File: config.mk
export PLATFORM = sky130hd
export DESIGN_NAME = pong_counter
export DESIGN_NICKNAME = d
export VERILOG_FILES = /design/src/rtl/pong_defs.sv /design/src/rtl/counter_step.sv /design/src/rtl/pong_counter.sv
export SDC_FILE = /design/constraint.sdc
export NUM_CORES = 1
export LEC_CHECK = 0
export ABC_AREA = 1
export CAP_MARGIN = 20
export CORE_MARGIN = 5
export CORE_UTILIZATION = 51
export CTS_BUF_LIST = sky130_fd_sc_hd__clkbuf_2
export CTS_CLUSTER_SIZE = 24
export DETAILED_ROUTE_END_ITERATION = 16
export PLACE_DENSITY = 0.83
export SLEW_MARGIN = 40
export SYNTH_ARGS = -nofsm -noshare
export SYNTH_HDL_FRONTEND = slang
export SYNTH_SLANG_ARGS = --single-unit
File: constraint.sdc
create_clock -name Clk -period 1.8 [get_ports Clk]
set_input_delay 0.36 -clock Clk [delete_from_list [all_inputs] [get_ports Clk]]
set_output_delay 0.36 -clock Clk [all_outputs]
set_load 0.01 [all_outputs]
File: src/rtl/pong_defs.sv
// Mode encodings for the pong count block, shared with the game logic so both
// sides always agree on the numbers used for each bound behaviour.
package pong_defs;

    localparam int MODE_WRAP   = 0;
    localparam int MODE_SAT    = 1;
    localparam int MODE_BOUNCE = 2;

endpackage

File: src/rtl/counter_step.sv
// One-step next-state arithmetic for pong_counter: the next count, the next
// direction, and whether this step wrapped, clamped or reversed.
module counter_step
    import pong_defs::*;
#(
    parameter int WIDTH = 8,
    parameter int MIN   = 0,
    parameter int MAX   = 255,
    parameter int STEP  = 1,
    parameter int MODE  = MODE_WRAP
) (
    input  logic [WIDTH-1:0] c,
    input  logic             up,
    output logic [WIDTH-1:0] c_nxt,
    output logic             dir_nxt,
    output logic             hit
);

    // One extra bit so c+STEP can never overflow without being seen.
    localparam logic [WIDTH:0]   MAX_W  = (WIDTH+1)'(MAX);
    localparam logic [WIDTH:0]   STEP_W = (WIDTH+1)'(STEP);
    localparam logic [WIDTH:0]   LO_W   = (WIDTH+1)'(MIN + STEP);
    localparam logic [WIDTH-1:0] MIN_N  = WIDTH'(MIN);
    localparam logic [WIDTH-1:0] MAX_N  = WIDTH'(MAX);
    localparam logic [WIDTH-1:0] STEP_N = WIDTH'(STEP);

    logic [WIDTH:0]   c_w;
    logic [WIDTH:0]   sum;
    logic [WIDTH-1:0] diff;

    assign c_w  = {1'b0, c};
    assign sum  = c_w + STEP_W;
    // Only used when c >= MIN+STEP, so the subtraction cannot underflow.
    assign diff = c - STEP_N;

    always_comb begin
        c_nxt   = c;
        dir_nxt = up;
        hit     = 1'b0;
        if (MODE == MODE_BOUNCE) begin
            if (up) begin
                if (sum >= MAX_W) begin
                    c_nxt   = MAX_N;
                    dir_nxt = 1'b0;
                    hit     = 1'b1;
                end else begin
                    c_nxt   = sum[WIDTH-1:0];
                end
            end else begin
                if (c_w <= LO_W) begin
                    c_nxt   = MIN_N;
                    dir_nxt = 1'b1;
                    hit     = 1'b1;
                end else begin
                    c_nxt   = diff;
                end
            end
        end else begin
            if (up) begin
                if (sum > MAX_W) begin
                    c_nxt = (MODE == MODE_SAT) ? MAX_N : MIN_N;
                    hit   = 1'b1;
                end else begin
                    c_nxt = sum[WIDTH-1:0];
                end
            end else begin
                if (c_w < LO_W) begin
                    c_nxt = (MODE == MODE_SAT) ? MIN_N : MAX_N;
                    hit   = 1'b1;
                end else begin
                    c_nxt = diff;
                end
            end
        end
    end

endmodule

File: src/rtl/pong_counter.sv
// Bounded up/down counter with wrap, saturate or bounce behaviour at the bounds,
// a clamped parallel load and a registered terminal-count pulse.
module pong_counter
    import pong_defs::*;
#(
    parameter int WIDTH = 8,
    parameter int MIN   = 0,
    parameter int MAX   = 255,
    parameter int STEP  = 1,
    parameter int MODE  = MODE_WRAP
) (
    input  logic             Clk,
    input  logic             Rst,
    input  logic             En,
    input  logic             Up,
    input  logic             Ld,
    input  logic [WIDTH-1:0] LdVal,
    output logic [WIDTH-1:0] C,
    output logic             DirOut,
    output logic             Tc,
    output logic             AtMin,
    output logic             AtMax
);

    if (MIN >= MAX) begin : g_bad_bounds
        $error("pong_counter: MIN must be below MAX");
    end
    if (STEP == 0) begin : g_bad_step_zero
        $error("pong_counter: STEP must be non-zero");
    end
    if (STEP > MAX - MIN) begin : g_bad_step_span
        $error("pong_counter: STEP exceeds MAX-MIN");
    end
    if ((MAX >> WIDTH) != 0) begin : g_bad_width
        $error("pong_counter: MAX does not fit in WIDTH bits");
    end
    if (MODE != MODE_WRAP && MODE != MODE_SAT && MODE != MODE_BOUNCE) begin : g_bad_mode
        $error("pong_counter: unknown MODE");
    end

    localparam logic [WIDTH-1:0] MIN_N = WIDTH'(MIN);
    localparam logic [WIDTH-1:0] MAX_N = WIDTH'(MAX);

    logic [WIDTH-1:0] c_q;
    logic             dir_q;
    logic             tc_q;
    logic [WIDTH-1:0] c_nxt;
    logic             dir_nxt;
    logic             hit;
    logic             step_up;
    logic [WIDTH-1:0] ld_clamped;

    // Bounce follows its own stored direction; the other modes obey Up live.
    assign step_up = (MODE == MODE_BOUNCE) ? dir_q : Up;

    counter_step #(
        .WIDTH (WIDTH),
        .MIN   (MIN),
        .MAX   (MAX),
        .STEP  (STEP),
        .MODE  (MODE)
    ) u_step (
        .c       (c_q),
        .up      (step_up),
        .c_nxt   (c_nxt),
        .dir_nxt (dir_nxt),
        .hit     (hit)
    );

    always_comb begin
        ld_clamped = LdVal;
        if (LdVal < MIN_N) begin
            ld_clamped = MIN_N;
        end else if (LdVal > MAX_N) begin
            ld_clamped = MAX_N;
        end
    end

    always_ff @(posedge Clk) begin
        if (Rst) begin
            c_q   <= MIN_N;
            dir_q <= 1'b1;
            tc_q  <= 1'b0;
        end else if (Ld) begin
            c_q   <= ld_clamped;
            dir_q <= Up;
            tc_q  <= 1'b0;
        end else if (En) begin
            c_q   <= c_nxt;
            dir_q <= dir_nxt;
            tc_q  <= hit;
        end else begin
            tc_q  <= 1'b0;
        end
    end

    assign C      = c_q;
    assign DirOut = dir_q;
    assign Tc     = tc_q;
    assign AtMin  = (c_q == MIN_N);
    assign AtMax  = (c_q == MAX_N);

endmodule

==> load_flow_metrics.sql <==
INSERT INTO impl_metrics (metric_group, metric, value, unit) VALUES
('floorplan', 'core.rowCount', '16', ''),
('finish', 'sequential_cell_area', '202.7', 'sq um'),
('logic_synthesis', 'synth.top_cells.by_area', 'sky130_fd_sc_hd__dfxtp_1, sky130_fd_sc_hd__nand2_1, sky130_fd_sc_hd__nor2_1', ''),
('logic_synthesis', 'post_synth.cell_area_avg', '5.931', 'sq um'),
('finish', 'layout.filler_cells', '154', ''),
('floorplan', 'die_x', '55.37', 'microns'),
('route', 'route.detailed.drc', '0', ''),
('status', 'run_status', 'finished, violations left', ''),
('power', 'power.switching_fraction', '41.06', '%'),
('route', 'postRouteWirelength', '3.422', 'mm'),
('floorplan', 'start_util', '53.51', '%'),
('logic_synthesis', 'syn_warnings', '0', ''),
('logic_synthesis', 'post-synth-top-area-fraction', '19.07', '%'),
('logic_synthesis', 'count_of_state_elements_after_synthesis', '10', ''),
('timing', 'worst_pin_slew', '0.3693', 'ns'),
('timing', 'setup_viol_count_final', '1', ''),
('worst_setup_path', 'timing.critical_path.to_type', 'output pin', ''),
('clocking', 'clk_pin_slew', '0.11', 'ns'),
('power', 'total_leakage_power', '0.6858', 'nW'),
('global_route', 'grt_antenna_before_repair', '0', ''),
('route', 'drt_pre_antenna_iters', '4', ''),
('place', 'place.port_buffers', '24', ''),
('worst_hold_path', 'min_path_type', 'register to register', ''),
('finish', 'layout_overhead_on_the_synthesized_area', '48.39', '%'),
('worst_setup_path', 'rr_endpoint', 'C[0]', ''),
('status', 'failed_checks', 'setup timing', ''),
('global_route', 'number_of_global_route_vias_before_repair', '1306', ''),
('power', 'vdd.ir_drop.worst', '0.4507', 'mV'),
('global_route', 'grt_use_total', '21.93', '%'),
('logic_synthesis', 'async_flop_share', '0', '%'),
('worst_setup_path', 'r2r_slack', '0.07', 'ns'),
('logic_synthesis', 'post-synth-top-count-cell', 'sky130_fd_sc_hd__nand2_1', ''),
('timing', 'timing.final.max_slew_violations', '0', ''),
('power', 'power.combinational.fraction', '51.7', '%'),
('logic_synthesis', 'synthesis.instances', '177', ''),
('timing', 'final_cycle_share', '100.0', '%'),
('logic_synthesis', 'number_of_enable_type_register_cells_in_the_synthesized_netlist', '0', ''),
('route', 'postRouteAntennaNets', '0', ''),
('worst_setup_path', 'r2r.worst_path.cells', '13', ''),
('power', 'clockPowerShare', '16.7', '%'),
('worst_setup_path', 'crit_arrival', '1.44', 'ns'),
('logic_synthesis', 'mappedNetlistArea', '1050', 'sq um'),
('timing', 'final_hold_viol_count', '0', ''),
('place', 'gpl.final_weighted_congestion', '0.8708', ''),
('route', 'vias_post_dr', '1352', ''),
('floorplan', 'ios', '25', ''),
('logic_synthesis', 'post_synth_most_frequent_cells', 'sky130_fd_sc_hd__nand2_1, sky130_fd_sc_hd__nor2_1, sky130_fd_sc_hd__nand3_1', ''),
('logic_synthesis', 'yosysUniqueCellTypes', '24', ''),
('logic_synthesis', 'net_count_of_the_mapped_netlist', '194', ''),
('worst_setup_path', 'worst-setup-path-type', 'register to output pin', ''),
('power', 'share_seq_of_total_power', '31.6', '%'),
('global_route', 'grt_max_degree', '18', ''),
('worst_setup_path', 'start_kind', 'register', ''),
('worst_hold_path', 'hold_path_startpoint', 'DirOut', ''),
('route', 'average_routed_wire_per_standard_cell', '13.85', 'microns'),
('route', 'drtIter0Drc', '65', ''),
('finish', 'layout_net_count', '238', ''),
('finish', 'footprint_of_the_multi_input_gates', '802.0', 'sq um'),
('floorplan', 'die_h', '55.37', 'microns'),
('global_route', 'grt_pass1_wl', '5.540', 'mm'),
('worst_hold_path', 'end_point_of_the_worst_hold_path', 'DirOut', ''),
('logic_synthesis', 'netlist.top_cell.by_area', 'sky130_fd_sc_hd__dfxtp_1', ''),
('timing', 'timing.slew.headroom', '75.30', '%'),
('clocking', 'cts-root-to-sink-buffers', '2', ''),
('clocking', 'cell_chosen_for_the_clock_root', 'sky130_fd_sc_hd__clkbuf_2', ''),
('timing', 'max_clock_freq', '555.4', 'MHz'),
('floorplan', 'fp.dieArea', '3066', 'sq um'),
('timing', 'layout_setup_ws', '-0.0006560', 'ns'),
('place', 'detailedPlace.worstSlack', '-0.04661', 'ns'),
('logic_synthesis', 'ys_seq_area_share', '19.07', '%'),
('place', 'place.detailed.hpwl', '2.552', 'mm');
-- cell families after synthesis --
kind of cell    after synthesis  share of synthesized area [%]
compound gates               22                          13.59
xor+xnor                      4                          3.338
fa+ha+maj                     4                          4.768
buf+inv                      25                          10.01
flops                        10                          19.07
simple gates                112                          49.23
-- power by group through the flow --
| stage | logic (mW) | clock network, mW | registers [mW] |
|---|---|---|---|
| 3_5_place_dp | 0.373 | 0 | 0.261 |
| 2_1_floorplan | 0.211 | 0 | 0.274 |
| 3_3_place_gp | 0.360 | 0 | 0.260 |
| 5_1_grt | 0.465 | 0.150 | 0.261 |
| 4_1_cts | 0.383 | 0.141 | 0.257 |
| 6_report | 0.423 | 0.137 | 0.258 |
-- cell type report --
cell class	instances	area share (%)
well taps	27	2.169
inverters	19	5.060
clock buffers	3	0.9639
clock inverters	1	0.2410
repair buffers	45	27.07
flip-flops and latches	10	13.01
multi-input cells	142	51.49
-- how the worst max path moves through the flow --
stage | from | to | slack (ns) | cells after the start
5_1_grt | C[1] | AtMax | -0.1 | 6
3_5_place_dp | Up | C[0] | -0.05 | 7
6_report | C[0] | AtMax | -0.0007 | 6
2_1_floorplan | C[0] | C[5] | 0.12 | 11
3_3_place_gp | Up | C[0] | 0.007 | 7
4_1_cts | C[0] | AtMax | 0.003 | 6
-- cells in the final DEF (no fill, tap or decap), drive strengths merged, types with 4 or more instances in the layout --
master	netlist	routed
nand2	54	54
nor2	38	38
clkdlybuf4s50	0	21
buf	2	21
inv	19	19
nand3	18	18
a21oi	16	16
dfxtp	10	10
o21ai	5	5
ha	4	4
-- worst max-delay path, cell delays in order, from the launching register on --
cell                              delay [ns]
sky130_fd_sc_hd__dfxtp_2                0.36
sky130_fd_sc_hd__ha_2                   0.21
sky130_fd_sc_hd__nand2_1                0.08
sky130_fd_sc_hd__inv_1                  0.08
sky130_fd_sc_hd__nand2_1                0.10
sky130_fd_sc_hd__nor2_2                 0.12
sky130_fd_sc_hd__clkdlybuf4s15_2        0.23
-- per-layer routing --
metal / share of wire, % / vias up / track usage [%]
li1: - / 642 / -
met1: 37 / 620 / 21.70
met2: 50 / 71 / 40.54
met3: 8.3 / 19 / 6.993
met4: 4.3 / 0 / 10.76
met5: 0 / - / 0
-- repair_timing --
item,CTS,global route
setup buffers,0,4
endpoints found under the setup margin,6,10
resized for setup,11,15
hold buffers,0,0
pin swaps,0,10
-- metrics by stage --
step / std cells / hold slack, ns / cell area (sq um) / util [%]
3_5_place_dp: 239 / 0.4937 / 1418 / 72.26
2_1_floorplan: 177 / 0.4961 / 1050 / -
6_report: 247 / 0.5212 / 1558 / 79.40
3_3_place_gp: 239 / 0.4553 / 1418 / 72.26
4_1_cts: 243 / 0.5219 / 1466 / 74.74
5_1_grt: 247 / 0.5594 / 1558 / 79.40
-- flip-flops by register name, indices dropped and copies added, names as in the netlist --
register  cells
C             8
DirOut        1
Tc            1
Note: power is estimated with default switching activity, not from simulation.
